### config.mk
export PLATFORM = sky130hd
export DESIGN_NAME = spi_master_cfg
export DESIGN_NICKNAME = d
export VERILOG_FILES = /design/src/rtl/spi_pkg.sv /design/src/rtl/spi_edge_gen.sv /design/src/rtl/spi_master_cfg.sv
export SDC_FILE = /design/constraint.sdc
export NUM_CORES = 1
export LEC_CHECK = 0
export ABC_AREA = 0
export ABC_CLOCK_PERIOD_IN_PS = 4100
export BUFFER_PORTS_ARGS = -buffer_cell sky130_fd_sc_hd__buf_2
export CAP_MARGIN = 20
export CORE_MARGIN = 4
export CORE_UTILIZATION = 40
export DETAILED_ROUTE_END_ITERATION = 10
export GPL_ROUTABILITY_DRIVEN = 0
export GPL_TIMING_DRIVEN = 0
export REMOVE_ABC_BUFFERS = 1
export SLEW_MARGIN = 20
export SYNTH_ARGS = -nofsm -noshare
export SYNTH_HDL_FRONTEND = slang
export SYNTH_SLANG_ARGS = --single-unit
### constraint.sdc
create_clock -name clk -period 4.1 [get_ports clk]
set_clock_uncertainty 0.1 [all_clocks]
set_input_delay 0.82 -clock clk [delete_from_list [all_inputs] [get_ports clk]]
set_output_delay 0.82 -clock clk [all_outputs]
set_load 0.02 [all_outputs]
### src/rtl/spi_pkg.sv
// -----------------------------------------------------------------------------
// spi_pkg
//   Shared types and defaults for the configurable SPI master, the loopback
//   slave and the bench.
//   - spi_state_e : master FSM states
//   - spi_mode_t  : per-transfer clock mode {cpol, cpha}
//   - SPI_DATA_W / SPI_CLK_DIV : default word width and sclk half-period
// -----------------------------------------------------------------------------
package spi_pkg;

    typedef enum logic [2:0] {
        IDLE  = 3'd0,
        SETUP = 3'd1,
        XFER  = 3'd2,
        HOLD  = 3'd3,
        DONE  = 3'd4
    } spi_state_e;

    typedef struct packed {
        logic cpol;
        logic cpha;
    } spi_mode_t;

    localparam int SPI_DATA_W  = 12;
    localparam int SPI_CLK_DIV = 4;

endpackage

### src/rtl/spi_edge_gen.sv
// -----------------------------------------------------------------------------
// spi_edge_gen
//   Timebase for the SPI master. Counts clk cycles inside each sclk
//   half-period and counts the sclk edges produced so far.
//
//   Ports
//     clk, rst    : system clock, synchronous active-low reset
//     run         : high while a transfer occupies SETUP/XFER/HOLD; when low
//                   both counters sit at zero
//     edge_en     : high in SETUP/XFER; a half-period boundary then produces
//                   an sclk edge (the SETUP boundary produces edge 1)
//     phase_end   : last clk cycle of the current half-period
//     lead_stb    : the boundary produces an odd (leading) sclk edge
//     trail_stb   : the boundary produces an even (trailing) sclk edge
//     last_edge   : the boundary produces edge 2*DATA_W (final trailing edge)
// -----------------------------------------------------------------------------
module spi_edge_gen
    import spi_pkg::*;
#(
    parameter int DATA_W  = SPI_DATA_W,
    parameter int CLK_DIV = SPI_CLK_DIV
) (
    input  logic clk,
    input  logic rst,
    input  logic run,
    input  logic edge_en,
    output logic lead_stb,
    output logic trail_stb,
    output logic last_edge,
    output logic phase_end
);

    // A divider of 1 still needs a one-bit counter; it simply never leaves 0.
    localparam int HALF_W = (CLK_DIV > 1) ? $clog2(CLK_DIV) : 1;
    localparam int EDGE_W = $clog2(2 * DATA_W + 1);

    localparam logic [HALF_W-1:0] HALF_MAX = HALF_W'(CLK_DIV - 1);
    localparam logic [EDGE_W-1:0] LAST_IDX = EDGE_W'(2 * DATA_W - 1);

    logic [HALF_W-1:0] half_cnt;
    logic [EDGE_W-1:0] edge_cnt;
    logic              edge_stb;

    assign phase_end = run && (half_cnt == HALF_MAX);
    assign edge_stb  = phase_end && edge_en;

    // edge_cnt holds the number of edges already produced, so an even count
    // means the edge about to be produced is odd, i.e. a leading edge.
    assign lead_stb  = edge_stb && !edge_cnt[0];
    assign trail_stb = edge_stb &&  edge_cnt[0];
    assign last_edge = trail_stb && (edge_cnt == LAST_IDX);

    always_ff @(posedge clk) begin
        if (!rst) begin
            half_cnt <= '0;
            edge_cnt <= '0;
        end else if (!run) begin
            half_cnt <= '0;
            edge_cnt <= '0;
        end else begin
            if (phase_end) begin
                half_cnt <= '0;
            end else begin
                half_cnt <= half_cnt + 1'b1;
            end
            if (edge_stb) begin
                edge_cnt <= edge_cnt + 1'b1;
            end
        end
    end

endmodule

### src/rtl/spi_master_cfg.sv
// -----------------------------------------------------------------------------
// spi_master_cfg
//   Full-duplex SPI master with per-transfer cpol/cpha, programmable sclk
//   divider and selectable bit order. Each transfer shifts DATA_W bits out on
//   mosi while capturing DATA_W bits from miso.
//
//   Ports
//     clk, rst   : system clock, synchronous active-low reset
//     newd       : start request, only looked at in IDLE
//     din        : transmit word, captured with the accepted newd
//     cpol, cpha : clock mode, captured with the accepted newd
//     miso       : serial data from the slave
//     sclk, cs, mosi : SPI pins, all registered
//     dout       : received word, reloaded only when done pulses
//     done       : one-cycle completion pulse
//     busy       : high from the accepted newd until done
//     state_dbg  : current FSM state, for observation only
//
//   Handshake: a request is accepted on a rising clk edge where state is IDLE
//   and newd is 1; busy is the "not ready" indication and stays high for the
//   whole transfer. newd while busy or in DONE is dropped, never queued, so a
//   held newd restarts no sooner than two cycles after done.
// -----------------------------------------------------------------------------
module spi_master_cfg
    import spi_pkg::*;
#(
    parameter int DATA_W    = SPI_DATA_W,
    parameter int CLK_DIV   = SPI_CLK_DIV,
    parameter int MSB_FIRST = 1
) (
    input  logic              clk,
    input  logic              rst,
    input  logic              newd,
    input  logic [DATA_W-1:0] din,
    input  logic              cpol,
    input  logic              cpha,
    input  logic              miso,
    output logic              sclk,
    output logic              cs,
    output logic              mosi,
    output logic [DATA_W-1:0] dout,
    output logic              done,
    output logic              busy,
    output spi_state_e        state_dbg
);

    spi_state_e        state;
    spi_state_e        next_state;
    spi_mode_t         mode_q;
    logic [DATA_W-1:0] tx_sr;
    logic [DATA_W-1:0] rx_sr;

    logic accept;
    logic edge_en;
    logic cs_d;
    logic lead_stb;
    logic trail_stb;
    logic last_edge;
    logic phase_end;
    logic sample_stb;
    logic shift_stb;

    // Bit-order helpers: the head of the word goes out first, received bits
    // enter at the opposite end so the word is aligned after DATA_W samples.
    function automatic logic head_bit(input logic [DATA_W-1:0] w);
        return (MSB_FIRST != 0) ? w[DATA_W-1] : w[0];
    endfunction

    function automatic logic [DATA_W-1:0] shift_out(input logic [DATA_W-1:0] w);
        return (MSB_FIRST != 0) ? {w[DATA_W-2:0], 1'b0} : {1'b0, w[DATA_W-1:1]};
    endfunction

    function automatic logic [DATA_W-1:0] shift_in(input logic [DATA_W-1:0] w,
                                                   input logic              b);
        return (MSB_FIRST != 0) ? {w[DATA_W-2:0], b} : {b, w[DATA_W-1:1]};
    endfunction

    assign accept    = (state == IDLE) && newd;
    assign state_dbg = state;

    spi_edge_gen #(
        .DATA_W  (DATA_W),
        .CLK_DIV (CLK_DIV)
    ) u_edge_gen (
        .clk       (clk),
        .rst       (rst),
        .run       (busy),
        .edge_en   (edge_en),
        .lead_stb  (lead_stb),
        .trail_stb (trail_stb),
        .last_edge (last_edge),
        .phase_end (phase_end)
    );

    // cpha=0: the first bit is already on mosi from SETUP, so leading edges
    // sample and trailing edges shift, except the final trailing edge which
    // has no bit left to present. cpha=1: leading edges shift, trailing
    // edges sample.
    assign sample_stb = mode_q.cpha ? trail_stb : lead_stb;
    assign shift_stb  = mode_q.cpha ? lead_stb  : (trail_stb && !last_edge);

    // ---------------------------------------------------------------- FSM
    always_ff @(posedge clk) begin
        if (!rst) begin
            state <= IDLE;
        end else begin
            state <= next_state;
        end
    end

    always_comb begin
        next_state = state;
        unique case (state)
            IDLE:    if (newd)      next_state = SETUP;
            SETUP:   if (phase_end) next_state = XFER;
            XFER:    if (last_edge) next_state = HOLD;
            HOLD:    if (phase_end) next_state = DONE;
            DONE:                   next_state = IDLE;
            default:                next_state = IDLE;
        endcase
    end

    always_comb begin
        done    = 1'b0;
        busy    = 1'b0;
        edge_en = 1'b0;
        unique case (state)
            SETUP, XFER: begin
                busy    = 1'b1;
                edge_en = 1'b1;
            end
            HOLD:    busy = 1'b1;
            DONE:    done = 1'b1;
            default: ;
        endcase
        // cs is registered from the next state so it lines up with state.
        cs_d = !(next_state inside {SETUP, XFER, HOLD});
    end

    // ------------------------------------------------------ datapath / pins
    always_ff @(posedge clk) begin
        if (!rst) begin
            mode_q <= '0;
            tx_sr  <= '0;
            rx_sr  <= '0;
            sclk   <= 1'b0;
            cs     <= 1'b1;
            mosi   <= 1'b0;
            dout   <= '0;
        end else begin
            cs <= cs_d;

            if (accept) begin
                mode_q.cpol <= cpol;
                mode_q.cpha <= cpha;
                if (!cpha) begin
                    mosi  <= head_bit(din);
                    tx_sr <= shift_out(din);
                end else begin
                    mosi  <= 1'b0;
                    tx_sr <= din;
                end
            end else if (shift_stb) begin
                mosi  <= head_bit(tx_sr);
                tx_sr <= shift_out(tx_sr);
            end else if (state == DONE) begin
                mosi <= 1'b0;
            end

            if (accept) begin
                rx_sr <= '0;
            end else if (sample_stb) begin
                rx_sr <= shift_in(rx_sr, miso);
            end

            // Idle level tracks the live cpol input; once a transfer starts
            // only the strobes move sclk, and the final trailing edge brings
            // it back to the latched idle level.
            if (state == IDLE) begin
                sclk <= cpol;
            end else if (lead_stb || trail_stb) begin
                sclk <= !sclk;
            end

            if ((state == HOLD) && phase_end) begin
                dout <= rx_sr;
            end
        end
    end

endmodule

==> flow_metrics.tcl, run 1 <==
set metrics [dict create \
    p_sw_frac 0.2420 \
    most-common-layout-cells "dfxtp_1 (50), buf_2 (37), nand2_1 (33)" \
    firstDrtPassIters 4 \
    viasPerCell 5.228 \
    synth-edff-count 0 \
    hold_path_depth 1 \
    numCtsBuffers 5 \
    rows 27 \
    drc_errors 0 \
    yosysWarnings 0 \
    num_vias 1861 \
    async_flop_share 0 \
    critPathKind "reg2out" \
    cp_top_family "flip-flops" \
    finalSetupTns_ps 0 \
    crit_chain "nor2_1, and2_1, buf_2" \
    synth.avg_cell_area_um2 9.190 \
    worst_slew_pin_slew_ps 865.4 \
    total_leakage_power_nw 1.079 \
    clkPwrFrac 0.369 \
    start_util 0.4203 \
    synth_seq_cells 50 \
    final_common_cell "dfxtp_1" \
    wire_per_inst_um 13.49 \
    synth_top_cell_by_area "dfxtp_1" \
    io_pins 38 \
    core-area_um2 5642 \
    p_total_mw 0.9417 \
    yosysUniqueCellTypes 39 \
    tritoncts "built" \
    timing.slew.headroom 0.4214 \
    regToRegStartpoint "u_edge_gen.half_cnt[0]" \
    critical_path.slowest_cell "dfxtp_1" \
    fp.dieW_um 84.99 \
    p_sw_mw 0.2279 \
    htree_levels 2 \
    grt_antenna_before_repair 0 \
    drive_above_1_share 0.2394 \
    drtIter0Drc 70 \
    globalRoute.totalOverflow 0 \
    power_frac_comb 0.100 \
    root_buffer "clkbuf_8" \
    clk_latency_ps 300 \
    worstPathArrival_ps 1540 \
    critical_path.max_stage_delay_ps 640 \
    hold_violations 0 \
    seq_area_frac_synth 0.4222 \
    ant_nets 0 \
    max_freq_mhz 406.2 \
    slew_violations 0 \
    ff2ff_path_depth 5 \
    pwr-share-seq 0.531 \
    grt_setup_unrepaired "no" \
    hold_path_startpoint "u_edge_gen.half_cnt[0]" \
    path_buf_inv 1 \
    grt_use_total 0.1373 \
    grt_pass1_wl_um 8307 \
    vdd_ir_drop_max_mv 0.1792 \
    grt_pass1_vias 1764 \
    hold_path.class "reg2reg" \
    reg2reg_slack_ps 1660 \
    hold-path-endpoint "u_edge_gen.half_cnt[0]" \
    cap_violations 0 \
    status "finished clean" \
    r2r-end "rx_sr[3]" \
    ctsResizeCount 0 \
    cts_buffer_depth 2 \
    wirelength_um 4801 \
    nNetsFinal 303 \
    path_clk_slew_ps 90 \
    synthTopCellsByArea "dfxtp_1 (42%), a21oi_1 (6.3%), mux2_2 (6.2%)" \
    p_int_mw 0.7138 \
    setup_violations 0 \
    grt_max_degree 28 \
    synthToLayoutAreaGrowth_pct 11.72 \
    diodes 0 \
    crit_path_start "state_dbg[1]" \
    cp_max_fo 12 \
    cts_hold_buf 0 \
    period_needed_ps 2462 \
    synthCells 258 \
    dieArea_um2 7223 \
    cts_num_sinks 50 \
    numPortBuffers 37 \
    p_per_area_nw_per_um2 355.5 \
    synth_top_area_share 0.4222 \
    cp-end-kind "output port" \
    critPathRequiredTime_ps 3180 \
    die-height_um 84.99 \
    worstSetupStartpointType "register" \
    fin_crit_sh 0.6004 \
    postCtsSetupBuffers 0 \
    synth_ff_type "dfxtp_1" \
    place_hpwl_um 3270 \
    synth_area_um2 2371 \
]
==> layout make-up <==
cell class,instances,area (um^2)
Tap cell,72,90.09
Clock inverter,3,45.04
Clock buffer,5,68.82
Multi-Input combinational cell,188,1255
Timing Repair Buffer,37,185.2
Inverter,1,3.754
Fill cell,570,2993
Sequential cell,50,1001
==> metal layers <==
| metal | wire, um | track usage | part of all wire |
|---|---|---|---|
| met1 | 2381 | 0.1818 | 0.50 |
| met2 | 2139 | 0.2182 | 0.45 |
| met3 | 222 | 0.03883 | 0.046 |
| met4 | 57 | 0.03885 | 0.012 |
| met5 | 0 | 0 | 0 |
==> sequential cells by signal, summed over array words and instances, names as in the netlist <==
register / cells
dout: 12
rx_sr: 12
tx_sr: 12
u_edge_gen.edge_cnt: 5
state_dbg: 3
u_edge_gen.half_cnt: 2
cs: 1
mode_q: 1
mosi: 1
sclk: 1
==> Yosys cell counts, types with 2 or more instances <==
cell type and number:
mux2_2 13, mux2i_1 12, buf_4 3, buf_2 3
clkbuf_1 9, mux2_1 9, a21oi_1 30, dfxtp_1 50
nand4_1 3, ha_1 2, nor2_1 23, nand2b_1 4
buf_6 4, xnor2_1 2, xor2_1 3, nor3b_1 2
a31oi_1 2, and2_1 2, nor2b_1 3, and4b_1 2
o211ai_1 12, nor3_1 2, nand3_1 14, o21ai_0 2
nand2_1 33
==> cells by family after synthesis <==
logic type,share of synthesized area
AOI/OAI and AO/OA,0.1372
xor gates and xnor gates,0.02534
adders and majority gates,0.01055
buffers and inverters,0.05065
DFF,0.4222
muxes,0.1551
and+or+nand+nor,0.1989
==> through the flow <==
step | utilization | area (um^2) | hold slack, ps | std cells | setup WS [ps]
5_1_grt | 0.4695 | 2649 | 365.9 | 356 | 1520
6_report | 0.4695 | 2649 | 338.1 | 356 | 1638
2_1_floorplan | - | 2255 | 304.3 | 239 | 1993
4_1_cts | 0.4695 | 2649 | 338.3 | 356 | 1610
3_5_place_dp | 0.4493 | 2535 | 321.6 | 348 | 1631
3_3_place_gp | 0.4484 | 2530 | 314.0 | 348 | 1643
==> worst max-delay path by stage <==
stage / slack [ps] / cells after the start / endpoint
6_report: 1640 / 3 / done
3_5_place_dp: 1630 / 5 / tx_sr[11]
2_1_floorplan: 1990 / 4 / tx_sr[5]
3_3_place_gp: 1640 / 5 / dout[9]
4_1_cts: 1610 / 3 / done
5_1_grt: 1520 / 5 / rx_sr[6]
==> power by group through the flow <==
stage / combinational [mW] / clock [mW] / sequential (mW)
floorplan: 0.0593 / 0 / 0.515
finish: 0.0941 / 0.347 / 0.500
CTS: 0.0953 / 0.361 / 0.500
global placement: 0.0941 / 0 / 0.512
global route: 0.104 / 0.378 / 0.502
detailed placement: 0.0947 / 0 / 0.512
(Power assumes the default switching activity.)
==> run 2: changes to the inputs <==
ABC_CLOCK_PERIOD_IN_PS = 2300   (was 4100)
clock period = 2.3 ns   (was 4.1 ns; I/O delays follow)
==> flow_metrics.tcl, run 2 (same netlist as run 1, synthesis figures left out) <==
set metrics [dict create \
    total_leakage_power_nw 1.084 \
    numPortBuffers 37 \
    tritoncts "built" \
    grt_antenna_before_repair 0 \
    hold_path_depth 3 \
    drc_errors 0 \
    fill_cells 568 \
    viasPerCell 5.255 \
    multi_input_area_um2 1257 \
    vdd_ir_drop_max_mv 0.3193 \
    synthToLayoutAreaGrowth_pct 12.14 \
    p_total_mw 1.679 \
    hold_path_startpoint "miso" \
    slew_violations 0 \
    globalRoute.totalOverflow 0 \
    critical_path.slowest_cell "dfxtp_1" \
    wire_per_inst_um 13.55 \
    ff2ff_path_depth 4 \
    worstSetupStartpointType "register" \
    cp-end-kind "output port" \
    rows 27 \
    grt_pass1_vias 1770 \
    period_needed_ps 2102 \
    fin_area_um2 2659 \
    grt_use_total 0.1373 \
    dp.cells 348 \
    cp_max_fo 12 \
    worstPathArrival_ps 1540 \
    placed_area_um2 2535 \
    crit_chain "nor2_1, and2_1, buf_2" \
    fin_cells 357 \
    hold_violations 0 \
    cp_top_family "flip-flops" \
    critPathRequiredTime_ps 1740 \
    layout_setup_ws_ps 198.3 \
    r2r-end "tx_sr[6]" \
    worst_slew_pin_slew_ps 856.3 \
    timing.slew.headroom 0.4267 \
    drtIter0Drc 72 \
    p_per_area_nw_per_um2 631.6 \
    firstDrtPassIters 4 \
    fin_crit_sh 0.9138 \
    status "finished clean" \
    num_vias 1876 \
    cap_violations 0 \
    regToRegStartpoint "state_dbg[1]" \
    critPathKind "reg2out" \
    most-common-layout-cells "dfxtp_1 (50), buf_2 (37), nand2_1 (32)" \
    path_clk_slew_ps 90 \
    numCtsBuffers 5 \
    cts_buffer_depth 2 \
    max_freq_mhz 475.8 \
    htree_levels 2 \
    place_hpwl_um 3270 \
    die-height_um 84.99 \
    dpl_worst_slack_ps -137.0 \
    cts_hold_buf 0 \
    grt_max_degree 28 \
    dieArea_um2 7223 \
    grt_pass1_wl_um 8307 \
    diodes 0 \
    clk_latency_ps 300 \
    path_buf_inv 1 \
    fp.dieW_um 84.99 \
    io_pins 38 \
    core-area_um2 5642 \
    hold_path.class "in2reg" \
    drive_above_1_share 0.2456 \
    critical_path.max_stage_delay_ps 650 \
    reg2reg_slack_ps 200 \
    top_regs "dout: 12 flops, rx_sr: 12 flops, tx_sr: 12 flops" \
    nNetsFinal 304 \
    cts_num_sinks 50 \
    ant_nets 0 \
    final_common_cell "dfxtp_1" \
    hold-path-endpoint "rx_sr[0]" \
    setup_violations 0 \
    seq_area_um2 1001 \
    start_util 0.4203 \
    grt_setup_unrepaired "no" \
    root_buffer "clkbuf_8" \
    wirelength_um 4837 \
]
[run 2: changes by cell type in the layout (fill, tap and decap cells not counted)]
cell     before  now
nand2_2       0    1
buf_4         0    1
nand2_1      33   32
[run 2: area by class of cell]
cell class                 instances  area share
clock inverter                     3     0.01694
tap                               72     0.03388
clock buffer                       5     0.02588
timing repair buffer              38     0.07247
sequential                        50      0.3765
multi-input combinational        188      0.4729
inverter                           1    0.001412
[run 2: worst max path at each step]
stage | depth (start not counted) | slack (ps) | to | start
2_1_floorplan | 4 | 240 | rx_sr[0] | state_dbg[1]
3_3_place_gp | 5 | -160 | dout[9] | u_edge_gen.half_cnt[0]
3_5_place_dp | 5 | -140 | rx_sr[3] | u_edge_gen.half_cnt[0]
4_1_cts | 5 | 110 | u_edge_gen.edge_cnt[3] | u_edge_gen.half_cnt[0]
5_1_grt | 4 | 60 | tx_sr[6] | state_dbg[1]
6_report | 3 | 200 | done | state_dbg[1]
[run 2: through the flow]
step / util / hold slack [ps] / setup TNS, ps
2_1_floorplan: - / 304.3 / 0
3_3_place_gp: 0.4484 / 314.0 / -2878
3_5_place_dp: 0.4493 / 321.6 / -1330
4_1_cts: 0.4708 / 279.3 / 0
5_1_grt: 0.4713 / 321.7 / 0
6_report: 0.4713 / 287.7 / 0
[run 2: power breakdown]
group	internal, mW	switching (mW)
clock	0.323	0.296
combinational	0.0696	0.0986
sequential	0.879	0.0126
total	1.27	0.407
[run 2: metal layers]
layer	vias to the layer above	wire, um	track usage	share of wire
li1	957	-	-	-
met2	32	2144	0.2182	0.44
met3	6	225	0.03883	0.047
met5	-	0	0	0
met4	0	57	0.03885	0.012
met1	881	2411	0.1818	0.50
[run 2: repair_timing]
| item | 4_1_cts | 5_1_grt |
|---|---|---|
| gates cloned | 0 | 0 |
| setup endpoints to repair | 12 | 1 |
| buffers inserted | 1 | 0 |
| pin swaps | 1 | 0 |
| gates resized for setup | 0 | 1 |
[run 2: worst reg2reg max path: stages (launching register included)]
cell	delay, ps
dfxtp_1	470
nor4b_4	820
mux2_2	420
nand3_1	90
a21oi_1	70
